$ cat config.mk
export PLATFORM = sky130hd
export DESIGN_NAME = dda_host_ctrl
export DESIGN_NICKNAME = d
export VERILOG_FILES = /design/src/rtl/dda_host_ctrl.sv
export SDC_FILE = /design/constraint.sdc
export NUM_CORES = 1
export LEC_CHECK = 0
export CAP_MARGIN = 0
export CORE_AREA = 5 5 186 188
export CTS_CLUSTER_SIZE = 20
export DETAILED_ROUTE_END_ITERATION = 6
export DIE_AREA = 0 0 191 193
export GPL_TIMING_DRIVEN = 0
export PLACE_DENSITY = 0.52
export SLEW_MARGIN = 15
export SYNTH_ARGS = -nofsm -noshare
export SYNTH_HDL_FRONTEND = slang
export SYNTH_SLANG_ARGS = --single-unit
$ cat constraint.sdc
create_clock -name clk -period 2.45 [get_ports clk]
set_input_delay 0.49 -clock clk [delete_from_list [all_inputs] [get_ports clk]]
set_output_delay 0.49 -clock clk [all_outputs]
set_load 0.01 [all_outputs]
$ cat src/rtl/dda_host_ctrl.sv
// Byte-serial host controller for a DDA integrator: register writes, run control, state frame readout.
// Optional continuous streaming of state frames when DDA_CTRL_STREAM_EN is defined.
module dda_host_ctrl #(
  parameter int unsigned N        = 16,
  parameter int unsigned REG_SIZE = 14,
  parameter int unsigned OUT_SIZE = 6
) (
  input  logic                  clk,
  input  logic                  rst,
  input  logic                  rx_valid,
  input  logic [7:0]            rx_byte,
  output logic                  tx_valid,
  input  logic                  tx_ready,
  output logic [7:0]            tx_byte,
  input  logic [N-1:0]          x,
  input  logic [N-1:0]          y,
  input  logic [N-1:0]          z,
  output logic [8*REG_SIZE-1:0] params,
  output logic                  dda_en,
  output logic                  dda_init,
  output logic                  err
);

  localparam int unsigned PW     = 8 * REG_SIZE;
  localparam int unsigned SNAP_W = 3 * N;
  localparam int unsigned IDX_W  = (OUT_SIZE > 1) ? $clog2(OUT_SIZE) : 1;

  localparam logic [7:0] CMD_W = 8'h57;
  localparam logic [7:0] CMD_S = 8'h53;
  localparam logic [7:0] CMD_P = 8'h50;
  localparam logic [7:0] CMD_I = 8'h49;
  localparam logic [7:0] CMD_R = 8'h52;
  localparam logic [7:0] CMD_E = 8'h45;
`ifdef DDA_CTRL_STREAM_EN
  localparam logic [7:0] CMD_C = 8'h43;
`endif

  typedef enum logic [1:0] {IDLE, ADDR, DATA, SEND} state_e;

  // Power-on coefficients: initial conditions, sigma, beta, rho, dt
  function automatic logic [7:0] reset_byte(input int unsigned i);
    case (i)
      0:       reset_byte = 8'hC0;
      2:       reset_byte = 8'h14;
      3:       reset_byte = 8'hCD;
      4:       reset_byte = 8'h72;
      5:       reset_byte = 8'h40;
      6:       reset_byte = 8'h6A;
      8:       reset_byte = 8'h55;
      9:       reset_byte = 8'h55;
      10:      reset_byte = 8'h73;
      12:      reset_byte = 8'h04;
      default: reset_byte = 8'h00;
    endcase
  endfunction

  function automatic logic [PW-1:0] params_rst();
    logic [PW-1:0] v;
    v = '0;
    for (int unsigned i = 0; i < REG_SIZE; i++) v[i*8 +: 8] = reset_byte(i);
    return v;
  endfunction

  // Byte k of a frame, most significant byte of x first
  function automatic logic [7:0] frame_byte(input logic [SNAP_W-1:0] s, input logic [IDX_W-1:0] k);
    logic [7:0] b;
    b = 8'h00;
    for (int unsigned i = 0; i < OUT_SIZE; i++)
      if (IDX_W'(i) == k) b = s[(OUT_SIZE-1-i)*8 +: 8];
    return b;
  endfunction

  state_e            state_q, state_d;
  logic [7:0]        addr_q, addr_d;
  logic [PW-1:0]     params_q, params_d;
  logic              dda_en_q, dda_en_d;
  logic              dda_init_q, dda_init_d;
  logic              err_q, err_d;
  logic [SNAP_W-1:0] snap_q, snap_d;
  logic [IDX_W-1:0]  idx_q, idx_d;
  logic              tx_valid_q, tx_valid_d;
  logic [7:0]        tx_byte_q, tx_byte_d;
  logic [SNAP_W-1:0] cap_c;
  logic              capture_c;
`ifdef DDA_CTRL_STREAM_EN
  logic              stream_q, stream_d;
`endif

  assign cap_c = {x, y, z};

  always_comb begin
    state_d    = state_q;
    addr_d     = addr_q;
    params_d   = params_q;
    dda_en_d   = dda_en_q;
    dda_init_d = 1'b0;
    err_d      = err_q;
    snap_d     = snap_q;
    idx_d      = idx_q;
    tx_valid_d = tx_valid_q;
    tx_byte_d  = tx_byte_q;
    capture_c  = 1'b0;
`ifdef DDA_CTRL_STREAM_EN
    stream_d   = stream_q;
`endif

    case (state_q)
      IDLE: begin
        if (rx_valid) begin
          case (rx_byte)
            CMD_W:   state_d    = ADDR;
            CMD_S:   dda_en_d   = 1'b1;
            CMD_P:   dda_en_d   = 1'b0;
            CMD_I:   dda_init_d = 1'b1;
            CMD_R:   capture_c  = 1'b1;
            CMD_E:   err_d      = 1'b0;
`ifdef DDA_CTRL_STREAM_EN
            CMD_C:   stream_d   = ~stream_q;
`endif
            default: err_d      = 1'b1;
          endcase
        end
`ifdef DDA_CTRL_STREAM_EN
        else if (stream_q && dda_en_q) begin
          capture_c = 1'b1;
        end
`endif
      end
      ADDR: begin
        if (rx_valid) begin
          addr_d  = rx_byte;
          state_d = DATA;
        end
      end
      DATA: begin
        if (rx_valid) begin
          // Out-of-range addresses still consume the data byte
          if (32'(addr_q) < REG_SIZE) begin
            for (int unsigned i = 0; i < REG_SIZE; i++)
              if (8'(i) == addr_q) params_d[i*8 +: 8] = rx_byte;
          end else begin
            err_d = 1'b1;
          end
          state_d = IDLE;
        end
      end
      SEND: begin
        if (rx_valid) begin
`ifdef DDA_CTRL_STREAM_EN
          // While streaming, the run-control bytes must still get through
          if (stream_q && rx_byte == CMD_P)      dda_en_d = 1'b0;
          else if (stream_q && rx_byte == CMD_C) stream_d = 1'b0;
          else                                   err_d    = 1'b1;
`else
          err_d = 1'b1;
`endif
        end
        if (tx_valid_q && tx_ready) begin
          if (idx_q == IDX_W'(OUT_SIZE - 1)) begin
            tx_valid_d = 1'b0;
            state_d    = IDLE;
`ifdef DDA_CTRL_STREAM_EN
            if (stream_d && dda_en_d) capture_c = 1'b1;
`endif
          end else begin
            idx_d     = idx_q + IDX_W'(1);
            tx_byte_d = frame_byte(snap_q, idx_q + IDX_W'(1));
          end
        end
      end
      default: state_d = IDLE;
    endcase

    // New frame: snapshot taken on this edge, first byte presented next cycle
    if (capture_c) begin
      snap_d     = cap_c;
      idx_d      = '0;
      tx_byte_d  = frame_byte(cap_c, '0);
      tx_valid_d = 1'b1;
      state_d    = SEND;
    end
  end

  always_ff @(posedge clk) begin
    if (rst) begin
      state_q    <= IDLE;
      addr_q     <= 8'h00;
      params_q   <= params_rst();
      dda_en_q   <= 1'b1;
      dda_init_q <= 1'b0;
      err_q      <= 1'b0;
      snap_q     <= '0;
      idx_q      <= '0;
      tx_valid_q <= 1'b0;
      tx_byte_q  <= 8'h00;
`ifdef DDA_CTRL_STREAM_EN
      stream_q   <= 1'b0;
`endif
    end else begin
      state_q    <= state_d;
      addr_q     <= addr_d;
      params_q   <= params_d;
      dda_en_q   <= dda_en_d;
      dda_init_q <= dda_init_d;
      err_q      <= err_d;
      snap_q     <= snap_d;
      idx_q      <= idx_d;
      tx_valid_q <= tx_valid_d;
      tx_byte_q  <= tx_byte_d;
`ifdef DDA_CTRL_STREAM_EN
      stream_q   <= stream_d;
`endif
    end
  end

  assign tx_valid = tx_valid_q;
  assign tx_byte  = tx_byte_q;
  assign params   = params_q;
  assign dda_en   = dda_en_q;
  assign dda_init = dda_init_q;
  assign err      = err_q;

endmodule

# Yosys cells after proc, flatten, opt, wreduce, memory -nomap -nowiden
# Cells that the tools add are included.
# word_totals
out_inout_bits,124
register_bits,185
in_bits,60
wordCells,134
# classes
n_reduce_logical,33
bitwise,3
add_sub_neg,1
magnitude_cmp,1
n_mux,33
eq_ne,40
# ops
cell,count
$mux W8,10
$reduce_and A4 Y1,14
$eq A4 B8 Y1 const A,6
$eq A8 B7 Y1 const B,6
$eq A3 B8 Y1 const A,4
$eq A2 B8 Y1 const A,2
$ne A3 B3 Y1 const B,5
$mux W2,7
$mux W1,12
$ne A2 B2 Y1 const B,6
$reduce_and A3 Y1,4
$reduce_and A6 Y1,2
$eq A1 B8 Y1 const A,1
$logic_not A8 Y1,1
$lt A8 B4 Y1 const B,1
$pmux W2 S4,1
$reduce_bool A2 Y1,4
$eq A2 B3 Y1 const A,2
$eq A3 B3 Y1 const A,2
$reduce_or A5 Y1,1
$eq A2 B2 Y1 const B,2
$pmux W1 S2,2
$add A3 B1 Y3 const B,1
$eq A1 B3 Y1 const A,1
other kinds (12),14

# Longest topological paths before layout
# Gate-level depths: netlist of run 1.
# logic_depth
depth_word,12
ltp_mapped,10
mapped_depth_nobuf,7

# Worst setup path before layout of run 1
# No wires, ideal clock.
# synth_path
path_type,input -> register
startpoint,input port rx_byte[6]
endpoint,register snap_q[32]
t_arrival_ns,1.948
path_stages,9
n_path_buf,4
t_required_ns,2.318
setup_ns,0.132
setup_slack_ns,0.370
path_cell_list,buf_4 nand4bb_1 or2_1 or3b_1 clkbuf_1 buf_2 buf_2 nand2_1 a21oi_1
# synth_between
elab_chain_len,4
# synth_lines
element,line,source
start: declaration,11,"input logic [7:0] rx_byte,"
$eq A8 B7 Y1,110,case (rx_byte)
$mux W1,110,
$mux W1,109,if (rx_valid) begin
$mux W1,107,case (state_q)
end signal: assignment,206,snap_q <= snap_d;
end: declaration,79,"logic [SNAP_W-1:0] snap_q, snap_d;"
# No other way between the ends.
# A chain may end at the register's enable or synchronous reset.

# Worst setup path in the final report of run 1
# layout_path
startpoint,register state_q[0]
endpoint,"register tx_byte_q[0], in the netlist tx_byte[0]"
# layout_between
elab_chain_len,4
elab_cells_between_ends,8
cone_classes,2 x eq/ne; 2 x mux; 4 x reduce/logical
# layout_lines
element,line,source
start: declaration,73,"state_e state_q, state_d;"
start signal: assignment,200,state_q <= state_d;
$logic_not A2 Y1,107,
$mux W1,107,
$ne A2 B2 Y1 (no source line) or $reduce_bool A2 Y1 (tied branches),n/a,
$reduce_and A3 Y1 (no source line),n/a,
end signal: assignment,209,tx_byte_q <= tx_byte_d;
end: declaration,82,"logic [7:0] tx_byte_q, tx_byte_d;"
# Several ways; a longest one is shown, not always the timed one.

==> results of run 1 <==
==> worst reg2reg max path: stages (launching register included) <==
cell                        delay [ns]
sky130_fd_sc_hd__dfxtp_1          0.34
sky130_fd_sc_hd__inv_1            0.11
sky130_fd_sc_hd__ha_1             0.22
sky130_fd_sc_hd__nand4bb_2        0.19
sky130_fd_sc_hd__or2_4            0.32
sky130_fd_sc_hd__or3b_4           0.44
sky130_fd_sc_hd__buf_4            0.20
sky130_fd_sc_hd__buf_4            0.18
sky130_fd_sc_hd__nor2_1           0.15
sky130_fd_sc_hd__nor3_1           0.06
==> cells in the mapped netlist (2+ instances only) <==
library cell / n / share of area
sky130_fd_sc_hd__a221oi_1: 16 / 0.019
sky130_fd_sc_hd__nand4_1: 4 / 0.0034
sky130_fd_sc_hd__nor3_1: 46 / 0.031
sky130_fd_sc_hd__nor4_2: 2 / 0.0034
sky130_fd_sc_hd__o31a_1: 8 / 0.0095
sky130_fd_sc_hd__nand3_1: 9 / 0.0061
sky130_fd_sc_hd__o21ai_0: 11 / 0.0074
sky130_fd_sc_hd__xnor2_1: 3 / 0.0036
sky130_fd_sc_hd__inv_1: 15 / 0.0076
sky130_fd_sc_hd__nand2b_1: 4 / 0.0034
sky130_fd_sc_hd__a21oi_1: 123 / 0.083
sky130_fd_sc_hd__nor4_4: 3 / 0.0086
sky130_fd_sc_hd__or3_1: 5 / 0.0042
sky130_fd_sc_hd__clkbuf_1: 47 / 0.024
sky130_fd_sc_hd__nor2_2: 2 / 0.0017
sky130_fd_sc_hd__nand2_1: 133 / 0.068
sky130_fd_sc_hd__nor4b_1: 2 / 0.0024
sky130_fd_sc_hd__dfxtp_1: 185 / 0.50
sky130_fd_sc_hd__buf_4: 2 / 0.0020
sky130_fd_sc_hd__ha_1: 10 / 0.017
sky130_fd_sc_hd__nor2_1: 99 / 0.050
sky130_fd_sc_hd__mux2i_1: 77 / 0.10
sky130_fd_sc_hd__buf_2: 19 / 0.013
sky130_fd_sc_hd__buf_1: 4 / 0.0020
sky130_fd_sc_hd__nor2b_1: 3 / 0.0025
==> timing repair <==
| item | 4_1_cts | 5_1_grt |
|---|---|---|
| hold buffers | 0 | 0 |
| pin swaps | 0 | 3 |
| resized for setup | 6 | 6 |
| endpoints found under the hold margin | 0 | 0 |
| buffers inserted | 0 | 5 |
| setup endpoints to repair | 61 | 92 |
| cloned | 0 | 0 |
==> per-stage QoR <==
step                      worst slack, ns  setup TNS [ns]  total power (W)
final                              0.1001               0         0.006299
after global routing             -0.02601        -0.07397         0.006584
after detailed placement          -0.7586          -46.92         0.003545
after CTS                         0.04987               0         0.006421
after global placement            -0.7437          -45.81         0.003545
after floorplan                    0.3697               0         0.003326
==> worst paths after layout <==
check / startpoint / slack (ns) / endpoint
min: rx_byte[6] / 0.40 / params[22]$_SDFFE_PP0P_
max reg2reg: state_q[0]$_SDFFE_PP0P_ / 0.10 / tx_byte[0]$_SDFFE_PP0P_
max: state_q[0]$_SDFFE_PP0P_ / 0.10 / tx_byte[0]$_SDFFE_PP0P_
min reg2reg: snap_q[5]$_SDFFE_PP0P_ / 0.46 / snap_q[5]$_SDFFE_PP0P_
==> layer usage <==
metal / part of all wire / track usage / vias up
met4: 0.016 / 0.03812 / 4
met3: 0.10 / 0.06356 / 23
met1: 0.43 / 0.1762 / 3027
met2: 0.45 / 0.2212 / 254
li1: - / - / 3296
met5: 0.00079 / 0 / -
==> cell families (layout without fill, tap and decap cells) <==
family | count (synthesis) | in the layout
AO/OA/AOI/OAI | 166 | 166
XOR/XNOR | 4 | 4
adder cells (fa/ha/maj) | 10 | 10
buffers and inverters | 87 | 301
flip-flops | 185 | 185
multiplexers | 77 | 77
AND/OR/NAND/NOR | 321 | 321
==> cell usage in the layout (no fill, tap or decap), drive strengths merged, types with 2 or more instances in the layout <==
cell type,n
nand4,4
xnor2,3
nor3,47
clkdlybuf4s50,177
nor2,101
or3,5
nand2b,4
nor2b,3
clkbuf,64
o31a,8
nand2,133
nand3,10
a21oi,123
clkinv,4
nor4b,3
o21ai,11
dlygate4sd2,2
ha,10
mux2i,77
inv,22
a221oi,16
buf,30
or3b,2
nor4,5
dfxtp,185
==> layout make-up <==
cell class | count | area share
well taps | 448 | 0.05376
clock inverters | 13 | 0.01476
flip-flops and latches | 185 | 0.3552
multi-input cells | 578 | 0.3235
inverters | 15 | 0.005400
plain buffers | 70 | 0.02856
clock buffers | 19 | 0.04248
repair buffers | 184 | 0.1764
==> power groups by stage <==
stage	combinational, W	clock (W)	sequential [W]
6_report	0.000434	0.00282	0.00304
5_1_grt	0.000477	0.00306	0.00304
4_1_cts	0.000439	0.00294	0.00304
3_5_place_dp	0.000434	0	0.00311
3_3_place_gp	0.000435	0	0.00311
2_1_floorplan	0.000215	0	0.00311
==> flip-flops by register name (all words and copies together), names as in the netlist <==
register  cells
params      112
snap_q       48
addr_q        8
tx_byte       8
idx_q         3
state_q       2
dda_en        1
dda_init      1
err           1
tx_valid      1
==> impl_metrics.tcl, run 1 <==
set metrics [dict create \
    cp_slowest_cell "sky130_fd_sc_hd__or3b_4" \
    grt_use_total 0.1408 \
    detail_route_antenna_nets 0 \
    fmax_ghz 0.4256 \
    core.rowCount 67 \
    clock_path_buffers 2 \
    critPathMostFrequentCell "sky130_fd_sc_hd__buf_4" \
    seq_power_share 0.483 \
    insertedDiodeCount 0 \
    layout-area-overhead-vs-synth_pct 40.99 \
    critical_path.max_fanout 10 \
    synth_top_family_by_area "simple AND/OR/NAND/NOR gates" \
    final_layout_size_suffix_gt1_frac 0.06955 \
    cp_cell_sequence "inv_1 > ha_1 > nand4bb_2 > or2_4 > or3b_4 > buf_4 > buf_4 > nor2_1 > nor3_1" \
    comb_power_share 0.069 \
    avgSynthCellArea_um2 8.701 \
    placed_cell_count 1477 \
    cp-start-kind "register" \
    finalInstanceArea_um2 10430 \
    grt_setup_unrepaired "true" \
    initial_core_util 0.2245 \
    path_buf_inv 3 \
    skew_ns 0.01311 \
    yosys.area_share.simple 0.1974 \
    initial_antenna_violation_count 2 \
    clock_sinks 185 \
    post-route-min-period_ns 2.350 \
    power_density_nw_per_um2 604.1 \
    crit_cells 9 \
    p_leak_nw 3.588 \
    cts-buffers-inserted 17 \
    synth.lib_cells_used.distinct 43 \
    post_synth_adder_cell_area 0.01692 \
    dieHeight_um 193 \
    switching_power_w 0.001617 \
    setup_viol 0 \
    end_kind "register" \
    crit_type "reg2reg" \
    h-tree-depth 4 \
    layoutNonFillerInstCount 1512 \
    min_path_type "in2reg" \
    core-area_um2 32950 \
    vias_per_cell 4.368 \
    critPathArrivalTime_ns 2.65 \
    post_syn_area_um2 7396 \
    post_drt_wl_per_cell_um 17.55 \
    synth-warning-count 0 \
    dieWidth_um 191 \
    sequential_cell_area_um2 3704 \
    finalCoreUtilization 0.3165 \
    clock_network_power_share 0.448 \
    num_vias 6604 \
    clk_transition_reported_paths_ns 0.07 \
    max_stage_delay_ns 0.44 \
    power.ir.vdd_worst_mv 0.4775 \
    final.fill_count 3496 \
    overflow 0 \
    synthFlopType "sky130_fd_sc_hd__dfxtp_1" \
    hold-path-cell-count 3 \
    floorplan.die_area_um2 36860 \
    complex_gate_fraction_of_the_synthesized_area 0.1276 \
    syn_inst 850 \
    mappedNetlistNets 920 \
    pin_count_of_the_biggest_net_entering_global_routing 19 \
    layout_worst_path_cycle_share 0.9591 \
    tightest_slew_ns 0.8898 \
    design.portCount 184 \
    timing.max_cap.violations 0 \
    clock_latency_ns 0.45 \
    status "completed" \
    r2r_cells 9 \
    finalNetCount 1121 \
    vias_in_the_first_global_route 6368 \
    synth-edff-count 0 \
    global_route_wire_length_before_repair_um 39050 \
    post_place_cell_area_um2 9748 \
    synth.mux.area_fraction 0.1042 \
    detailed_place_hpwl_um 19350 \
    clock-root-buffer "sky130_fd_sc_hd__clkbuf_16" \
    fin_worst_hold_slack_ns 0.4007 \
    report.final.slew_viol_count 0 \
    cp_data_required_time_ns 2.75 \
    totalWireLength_um 26530 \
    placer_congestion_estimate 0.9033 \
    drt_drc_violations_left 0 \
    synth-xor-area-share 0.004737 \
    tritoncts "yes" \
    dr.pass1.iters 5 \
    yosys_register_bits 185 \
    detail_route.iter0.violations 327 \
    switching_share 0.2568 \
    synth-async-reset-ratio 0 \
    worst_slew_slack_as_a_fraction_of_its_limit 0.4068 \
    multi_input_comb_area_um2 3373 \
    synth_sequential_area_ratio 0.5008 \
    final-hold-violation-count 0 \
    critical-path-top-delay-family "simple AND/OR/NAND/NOR gates" \
    internal_power_w 0.004681 \
    place.port_buffers 179 \
]
Note: power is estimated with default switching activity, not from simulation.
==> run 2, diff against run 1 <==
Clock period 2.45 ns to 2.9 ns, I/O delays scaled along.
==> run 2 against run 1 <==
Total power fell by 15%. Flip-flop and latch count stayed put. Largest power group unchanged. Clock skew is 0.0018 ns lower. Routed wire length shrank 0.36%. Critical path depth is the same.
==> impl_metrics.tcl, run 2 (synthesized netlist as in run 1, its figures left out) <==
set metrics [dict create \
    cts-buffers-inserted 17 \
    h-tree-depth 4 \
    internal_power_w 0.003957 \
    tightest_slew_ns 0.9063 \
    fmax_ghz 0.3604 \
    report.final.slew_viol_count 0 \
    detail_route.iter0.violations 384 \
    final.fill_count 3505 \
    hold-path-cell-count 2 \
    status "completed" \
    layout-area-overhead-vs-synth_pct 40.21 \
    timing.max_cap.violations 0 \
    pin_count_of_the_biggest_net_entering_global_routing 19 \
    power_density_nw_per_um2 513.7 \
    switching_power_w 0.001370 \
    final-hold-violation-count 0 \
    vias_in_the_first_global_route 6363 \
    grt_setup_unrepaired "false" \
    regToRegEndpoint "tx_byte[0]$_SDFFE_PP0P_" \
    detailed_place_hpwl_um 19350 \
    detail_route_antenna_nets 0 \
    cp-start-kind "input pin" \
    clock_network_power_share 0.449 \
    grt_use_total 0.1408 \
    place.port_buffers 179 \
    insertedDiodeCount 0 \
    initial_antenna_violation_count 2 \
    layout.cells.most_common "sky130_fd_sc_hd__dfxtp_1" \
    post_drt_wl_per_cell_um 17.52 \
    critical_path.max_fanout 10 \
    end_kind "register" \
    post-route-min-period_ns 2.774 \
    design.portCount 184 \
    min_path_type "reg2reg" \
    layout_worst_path_cycle_share 0.9567 \
    worstHoldEndpoint "params[16]$_SDFFE_PP0P_" \
    num_vias 6599 \
    tns_ns 0 \
    layoutNonFillerInstCount 1509 \
    core.rowCount 67 \
    dr.pass1.iters 5 \
    clock_sinks 185 \
    final_cell_mix "185 x sky130_fd_sc_hd__dfxtp_1, 179 x sky130_fd_sc_hd__clkdlybuf4s50_1, 133 x sky130_fd_sc_hd__nand2_1" \
    finalNetCount 1118 \
    clock_path_buffers 2 \
    vias_per_cell 4.373 \
    floorplan.die_area_um2 36860 \
    placer_congestion_estimate 0.9033 \
    crit_type "in2reg" \
    cp_data_required_time_ns 3.20 \
    clock-root-buffer "sky130_fd_sc_hd__clkbuf_16" \
    placed_cell_count 1477 \
    p_leak_nw 3.555 \
    pre_cts_slack_ns -0.3986 \
    critPathArrivalTime_ns 3.08 \
    initial_core_util 0.2245 \
    switching_share 0.2572 \
    tritoncts "yes" \
    r2r_start "state_q[0]$_SDFFE_PP0P_" \
    dieWidth_um 191 \
    totalWireLength_um 26440 \
    r2r_cells 10 \
    overflow 0 \
    drt_drc_violations_left 0 \
    worstHoldStart "params[16]$_SDFFE_PP0P_" \
    reg2reg_slack_ns 0.39 \
    power.ir.vdd_worst_mv 0.4053 \
    flip_flop_count_of_the_largest_register_after_layout 112 \
    skew_ns 0.01129 \
    worst_slew_slack_as_a_fraction_of_its_limit 0.3958 \
    comb_power_share 0.069 \
    dieHeight_um 193 \
    clk_transition_reported_paths_ns 0.07 \
    seq_power_share 0.482 \
    final_layout_size_suffix_gt1_frac 0.06126 \
    core-area_um2 32950 \
    global_route_wire_length_before_repair_um 39050 \
    clock_latency_ns 0.45 \
    least_setup_slack_across_all_paths_after_layout_ns 0.1256 \
    setup_viol 0 \
]
run 2: cell count changes in the layout (fill, tap and decap cells not counted), moves of 2 or more:
cell / previous run / this run
sky130_fd_sc_hd__clkdlybuf4s50_1: 177 / 179
sky130_fd_sc_hd__dlygate4sd2_1: 2 / 0
sky130_fd_sc_hd__nor4_2: 0 / 2
sky130_fd_sc_hd__nor4_4: 5 / 3
sky130_fd_sc_hd__buf_4: 7 / 2
sky130_fd_sc_hd__clkbuf_1: 45 / 48
run 2: power groups by stage:
| stage | clock, W | combinational (W) | sequential (W) |
|---|---|---|---|
| detailed placement | 0 | 0.000367 | 0.00263 |
| global route | 0.00259 | 0.000404 | 0.00257 |
| CTS | 0.00249 | 0.000368 | 0.00257 |
| floorplan | 0 | 0.000182 | 0.00263 |
| finish | 0.00239 | 0.000369 | 0.00257 |
| global placement | 0 | 0.000367 | 0.00263 |
run 2: critical path, cell delays in order:
cell                              delay, ns
sky130_fd_sc_hd__clkdlybuf4s50_1       0.61
sky130_fd_sc_hd__nand4bb_4             0.36
sky130_fd_sc_hd__or2_1                 0.30
sky130_fd_sc_hd__or3b_1                0.37
sky130_fd_sc_hd__clkbuf_1              0.20
sky130_fd_sc_hd__buf_2                 0.24
sky130_fd_sc_hd__buf_4                 0.20
sky130_fd_sc_hd__nor2_1                0.15
sky130_fd_sc_hd__nor3_1                0.06
run 2: how the worst max path moves through the flow:
stage | start | to | cells past startpoint
after CTS | rx_byte[7] | snap_q[0]$_SDFFE_PP0P_ | 7
final | rx_byte[7] | tx_byte[0]$_SDFFE_PP0P_ | 9
after global placement | rx_byte[7] | snap_q[44]$_SDFFE_PP0P_ | 7
after global routing | rx_byte[7] | tx_byte[1]$_SDFFE_PP0P_ | 9
after floorplan | rx_byte[6] | snap_q[32]$_SDFFE_PP0P_ | 9
after detailed placement | rx_byte[7] | snap_q[46]$_SDFFE_PP0P_ | 7
run 2: per-layer routing:
layer | share of wire | up-vias | GRT usage
li1 | - | 3293 | -
met1 | 0.44 | 3058 | 0.1762
met2 | 0.45 | 227 | 0.2212
met3 | 0.10 | 19 | 0.06356
met4 | 0.015 | 2 | 0.03812
met5 | 0.00076 | - | 0
run 2: metrics by stage:
stage / area [µm²] / hold slack [ns] / util / total power, W
3_5_place_dp: 9748 / 0.4490 / 0.2959 / 0.002995
4_1_cts: 10340 / 0.4570 / 0.3140 / 0.005423
5_1_grt: 10370 / 0.4716 / 0.3148 / 0.005563
2_1_floorplan: 7396 / 0.4361 / - / 0.002810
6_report: 10370 / 0.4573 / 0.3148 / 0.005327
3_3_place_gp: 9748 / 0.4451 / 0.2959 / 0.002995
run 2: layout make-up:
type	count	area (µm²)	share of cell area
clock inverters	13	153.9	0.01484
flip-flops and latches	185	3704	0.3571
plain buffers	72	301.5	0.02908
multi-input cells	578	3359	0.3240
repair buffers	179	1792	0.1728
well taps	448	560.5	0.05405
clock buffers	19	442.9	0.04271
inverters	15	56.30	0.005430
run 2: timing repair:
item | 4_1_cts | 5_1_grt
buffers inserted | 0 | 0
gates resized for setup | 0 | 3
endpoints found under the setup margin | 0 | 46
hold buffers | 0 | 0
